===== src/rtl/prog_divide_counter.sv =====
// Runtime-programmable divide-by-N counter with pulse, square and one-shot outputs.
// All state advances on the falling edge of CLK; divisor changes land only at period boundaries.
module prog_divide_counter #(
  parameter int unsigned WIDTH       = 8,
  parameter int unsigned DEFAULT_DIV = 5
) (
  input  logic             CLK,
  input  logic             CLEAR,
  input  logic             EN,
  input  logic [WIDTH-1:0] DIV,
  input  logic             LOAD,
  input  logic [1:0]       MODE,
  input  logic             START,
  output logic [WIDTH-1:0] Count,
  output logic             OUT,
  output logic             TC,
  output logic             BUSY,
  output logic             ERR
);

  localparam logic [WIDTH-1:0] DIV_RST = WIDTH'(DEFAULT_DIV);
  localparam logic [WIDTH-1:0] ONE     = WIDTH'(1);
  localparam logic [WIDTH-1:0] TWO     = WIDTH'(2);

  logic [WIDTH-1:0] n_act;
  logic [WIDTH-1:0] n_pend;
  logic             pend_vld;

  logic             one_shot;
  logic             run;
  logic [WIDTH-1:0] last;
  logic             wrap;
  logic [WIDTH-1:0] cnt_nxt;
  logic             load_ok;
  logic             apply;
  logic             out_nxt;

  always_comb begin
    one_shot = (MODE == 2'b10);
    run      = EN & (~one_shot | BUSY);
    last     = n_act - ONE;
    wrap     = run & (Count == last);
    cnt_nxt  = wrap ? '0 : (run ? Count + ONE : Count);
    load_ok  = LOAD & (DIV >= TWO);
    // A pending divisor lands at a wrap, or whenever the counter sits parked at zero.
    apply    = pend_vld & (wrap | (~run & (Count == '0)));
    case (MODE)
      2'b01:   out_nxt = (cnt_nxt < (n_act >> 1));
      2'b10:   out_nxt = BUSY & (cnt_nxt == last);
      default: out_nxt = (cnt_nxt == last);
    endcase
  end

  always_ff @(negedge CLK or negedge CLEAR) begin
    if (!CLEAR) begin
      Count    <= '0;
      OUT      <= 1'b0;
      TC       <= 1'b0;
      BUSY     <= 1'b0;
      ERR      <= 1'b0;
      n_act    <= DIV_RST;
      pend_vld <= 1'b0;
    end else begin
      Count <= cnt_nxt;
      TC    <= wrap;
      if (run) OUT <= out_nxt;

      // A load coinciding with an apply re-arms the slot with the newer value.
      if (load_ok)    pend_vld <= 1'b1;
      else if (apply) pend_vld <= 1'b0;
      if (apply)      n_act    <= n_pend;
      if (LOAD && !load_ok) ERR <= 1'b1;

      if (!one_shot || wrap)  BUSY <= 1'b0;
      else if (START && !BUSY) BUSY <= 1'b1;
    end
  end

  // The pending value is only meaningful while pend_vld is set, so it needs no reset.
  always_ff @(negedge CLK) begin
    if (load_ok) n_pend <= DIV;
  end

endmodule


===== config.mk =====
export PLATFORM = sky130hd
export DESIGN_NAME = prog_divide_counter
export DESIGN_NICKNAME = d
export VERILOG_FILES = /design/src/rtl/prog_divide_counter.sv
export SDC_FILE = /design/constraint.sdc
export NUM_CORES = 1
export LEC_CHECK = 0
export ABC_AREA = 1
export BUFFER_PORTS_ARGS = -buffer_cell sky130_fd_sc_hd__clkbuf_2
export CAP_MARGIN = 5
export CORE_ASPECT_RATIO = 0.75
export CORE_UTILIZATION = 50
export DETAILED_ROUTE_END_ITERATION = 12
export MAX_ROUTING_LAYER = met4
export PLACE_DENSITY = 0.74
export REMOVE_ABC_BUFFERS = 1
export SKIP_LAST_GASP = 1
export SYNTH_ARGS = -nofsm -noshare
export SYNTH_HDL_FRONTEND = slang
export SYNTH_SLANG_ARGS = --single-unit

===== constraint.sdc =====
create_clock -name CLK -period 2.6 [get_ports CLK]
set_clock_uncertainty 0.15 [all_clocks]
set_input_delay 0 -clock CLK [delete_from_list [all_inputs] [get_ports CLK]]
set_output_delay 0 -clock CLK [all_outputs]
set_load 0.02 [all_outputs]

======== After elaboration in Yosys (flattened, before gate mapping) ========
Cells that the tools add are included.
word-level totals
  bits in registers ....................... 29
  bits in latches ......................... 0
  memory bits (writable) .................. 0
  memory bits (read-only) ................. 0
  word-level logic and storage cells ...... 42
  memories kept ........................... 0
operators by class
  $add $sub $neg .......................... 2
  $mul .................................... 0
  div/mod/pow operators ................... 0
  magnitude comparators ................... 2
  equality and inequality tests ........... 4
  shifts and indexed selects .............. 0
  mux-type cells .......................... 7
  bitwise operators ....................... 10
  reduce and logical (&&, ||, !) cells .... 9
operators by type and width
  operator             count
  $eq 8x8->1           2
  $mux 8               2
  $add 8x1->8 const B  1
  $ge 8x2->1 const B   1
  $logic_not 8->1      1
  $lt 8x7->1           1
  $sub 8x1->8 const B  1
  $and 1x1->1          6
  $mux 1               4
  $reduce_bool 2->1    2
  $logic_not 1->1      3
  $eq 2x1->1 const B   1
  $eq 2x2->1 const B   1
  $logic_and 1x1->1    2
  $not 1->1            2
  $or 1x1->1           2
  $pmux 1 s2           1
  $logic_or 1x1->1     1

======== Depth between registers and ports, before layout ========
  word-level depth ........................ 10
  depth in mapped cells ................... 22
  gate-level depth less buffers ........... 21

==> reports/metrics.yaml <==
regToRegSetupSlack_ns: -0.35
synthDistinctLibCells: 30
slew_viol_final: 0
clock_sink_count: 29
grt_overflow: 0
required_ns: 1.30
htreeDepth: 2
grt_use_met2_pct: 44.81
slew_headroom_pct: 71.64
grtUsageTotal_pct: 29.72
initial_core_util_pct: 52.84
ys_warn_count: 0
antenna_found_initial: 0
ys_ff_latch: 29
irDropWorstVdd_mv: 0.5401
fp.dieW_um: 74.06
place.gp.congestion: 0.9363
clock_latency_ns: 0.35
failed_checks: "setup timing"
use_met3_pct: 7.428
reg2reg_depth: 20
rsz0062_at_grt: "true"
rows: 19
grt_pass1_wl_um: 8714
tightest_slew_ns: 0.4254
cp.arrival_ns: 2.00
clk_path_buf_depth: 2
cellPowerDensity_nw_per_um2: 1015
cts_tree: "yes"
syn_area_um2: 1947
grt_max_degree: 17
p_comb_share_pct: 58.2
outcome: "finished with violations"
port_buffers: 26
finish.utilization_pct: 78.40
place_ws_ns: -1.037
root_buffer: "clkbuf_8"
top_usage_layer: "met2"
dr.pass1.iters: 8
via_per_inst: 5.224
antenna_cells: 0
critPathKind: "primary input to flip-flop"
drv_cap: 0
coreArea_um2: 3685
avgSynthCellArea_um2: 7.882
num_io_pins: 27
switching_power_mw: 1.412
grt_use_met1_pct: 36.82
drive_gt1_share_pct: 44.35
cts_buffers: 5
hold_buffers: 0
drcViolationCount: 0
sw_frac_of_total_pct: 48.15
dp_cells: 352
hold_viol_final: 0
syn2layout_area_growth_pct: 48.39
seq_area_frac_synth_pct: 39.46
setup.worst_path.start_class: "primary input"
clk_pin_slew_worst_paths_ns: 0.06
power.total_mw: 2.933
fp.dieH_um: 56.04
setup_viol: 15
drt_iter0_drc: 215
first_global_vias: 1875
synthCells: 247
critPathCaptureType: "flip-flop"
p_clk_share_pct: 15.3
final_cells: 388
wl_um: 5931
hpwl_um: 3628
seqPwrFrac_pct: 26.5
die_area_um2: 4150
setup_slack_ns: -0.7089
ant_nets: 0
fin_nets: 361
drt-wirelength-per-cell_um: 15.29
vias: 2027
critPathMaxFanout: 3
power.static_leakage_nw: 1.503
p_int_mw: 1.521
whs_path_depth: 2
hold_class: "flip-flop to flip-flop"
[power by group through the flow]
stage	clock network, mW	logic (mW)	registers, mW
CTS	0.450	1.44	0.763
finish	0.449	1.71	0.777
global route	0.495	1.85	0.790
floorplan	0.0257	0.763	0.818
global placement	0.0257	1.26	0.767
detailed placement	0.0257	1.29	0.770
[timing repair]
item / in CTS / in global routing
gates cloned: 1 / 0
resized for setup: 42 / 42
setup endpoints to repair: 19 / 19
buffers inserted: 11 / 11
pin swaps: 17 / 22
[layout make-up]
cell class              instances  area, um2
flip-flops and latches         29      768.2
clock inverters                12      53.80
inverters                      43      168.9
multi-input cells             173       1209
fillers                       231      795.8
well taps                      52      65.06
clock buffers                   6      72.57
repair buffers                 73      551.8
[state kept, by name, summed over array words and instances (netlist names)]
name and count:
ERR 1, n_pend 8, n_act 8, pend_vld 1
Count 8, OUT 1, TC 1, BUSY 1
[stage by stage]
stage	hold slack (ns)	instance area, um2	setup TNS, ns
2_1_floorplan	0.1751	1927	-7.745
3_3_place_gp	0.1789	2340	-9.918
3_5_place_dp	0.1892	2340	-10.93
4_1_cts	0.2300	2665	-3.207
5_1_grt	0.2492	2889	-5.936
6_report	0.2169	2889	-4.746
[logic make-up (layout without fill, tap and decap cells)]
| family | Yosys count | after routing | share of synthesized area [%] |
|---|---|---|---|
| AND/OR/NAND/NOR | 130 | 131 | 31.55 |
| AO/OA/AOI/OAI | 18 | 18 | 5.848 |
| XOR/XNOR | 13 | 13 | 6.555 |
| buffers and inverters | 46 | 134 | 9.511 |
| adder cells (fa/ha/maj) | 11 | 11 | 7.069 |
| flip-flops | 29 | 29 | 39.46 |
[per-layer routing]
| metal | vias up | wire [um] |
|---|---|---|
| met3 | 29 | 504 |
| met1 | 940 | 2331 |
| met5 | - | 0 |
| met4 | 0 | 234 |
| met2 | 98 | 2860 |
| li1 | 960 | - |
[layout by cell type (no fill, tap or decap), types with 2 or more instances in the layout]
cell       n
nand2_1   56
inv_1     37
buf_4     33
clkbuf_2  24
dfrtn_1   19
buf_6     15
nor2_1    14
nand2_2   13
nand3_1   13
inv_2     12
xor2_1    11
o21ai_2    8
edfxtp_1   8
nand3_2    6
nand4_1    6
ha_4       6
nand2_4    5
nor2_2     5
a21oi_1    5
ha_1       5
clkbuf_8   5
nor2_4     4
nor3_1     3
nand3_4    2
nor4_1     2
nand3b_1   2
clkinv_1   2
dfstp_2    2
[path summary, 6_finish.rpt]
| kind | start | end |
|---|---|---|
| max | MODE[0] | OUT |
| min | n_pend[4] | n_act[4] |
| max reg2reg | n_act[0] | OUT |
| min reg2reg | n_pend[4] | n_act[4] |
| max in group asynchronous | CLEAR | BUSY |
| min in group asynchronous | CLEAR | Count[3] |
[cell usage after synthesis, drive strengths merged]
| library cell | instances | share of area [%] |
|---|---|---|
| clkinv | 2 | 0.39 |
| nor4 | 2 | 0.64 |
| dfrtn | 19 | 24 |
| nand3 | 20 | 6.6 |
| xnor3 | 1 | 1.2 |
| nor3 | 3 | 0.77 |
| a31o | 1 | 0.45 |
| ha | 11 | 7.1 |
| a21oi | 6 | 1.7 |
| o21ai | 9 | 2.3 |
| nand3b | 2 | 0.77 |
| dfstp | 2 | 2.7 |
| buf | 2 | 1.0 |
| nand2 | 74 | 15 |
| nand4 | 6 | 1.9 |
| a21boi | 1 | 0.96 |
| inv | 42 | 8.1 |
| nor2 | 23 | 5.7 |
| edfxtp | 8 | 12 |
| xor2 | 12 | 5.4 |
| o211ai | 1 | 0.39 |
[worst max-delay path, cell delays in order]
cell and delay [ns]:
buf_8 0.08, inv_6 0.03, ha_4 0.15, a21boi_4 0.20, buf_6 0.14, inv_4 0.04, nor2_4 0.14, nand4_1 0.19
xor2_2 0.24, buf_4 0.14, nand3_2 0.09, nand2_2 0.09, clkinv_1 0.06, nand2_1 0.08, nor2_2 0.04, nand3_1 0.09
nand2_1 0.07, nor2_1 0.09, nor2_1 0.05
Power figures use the tool's default switching activity.
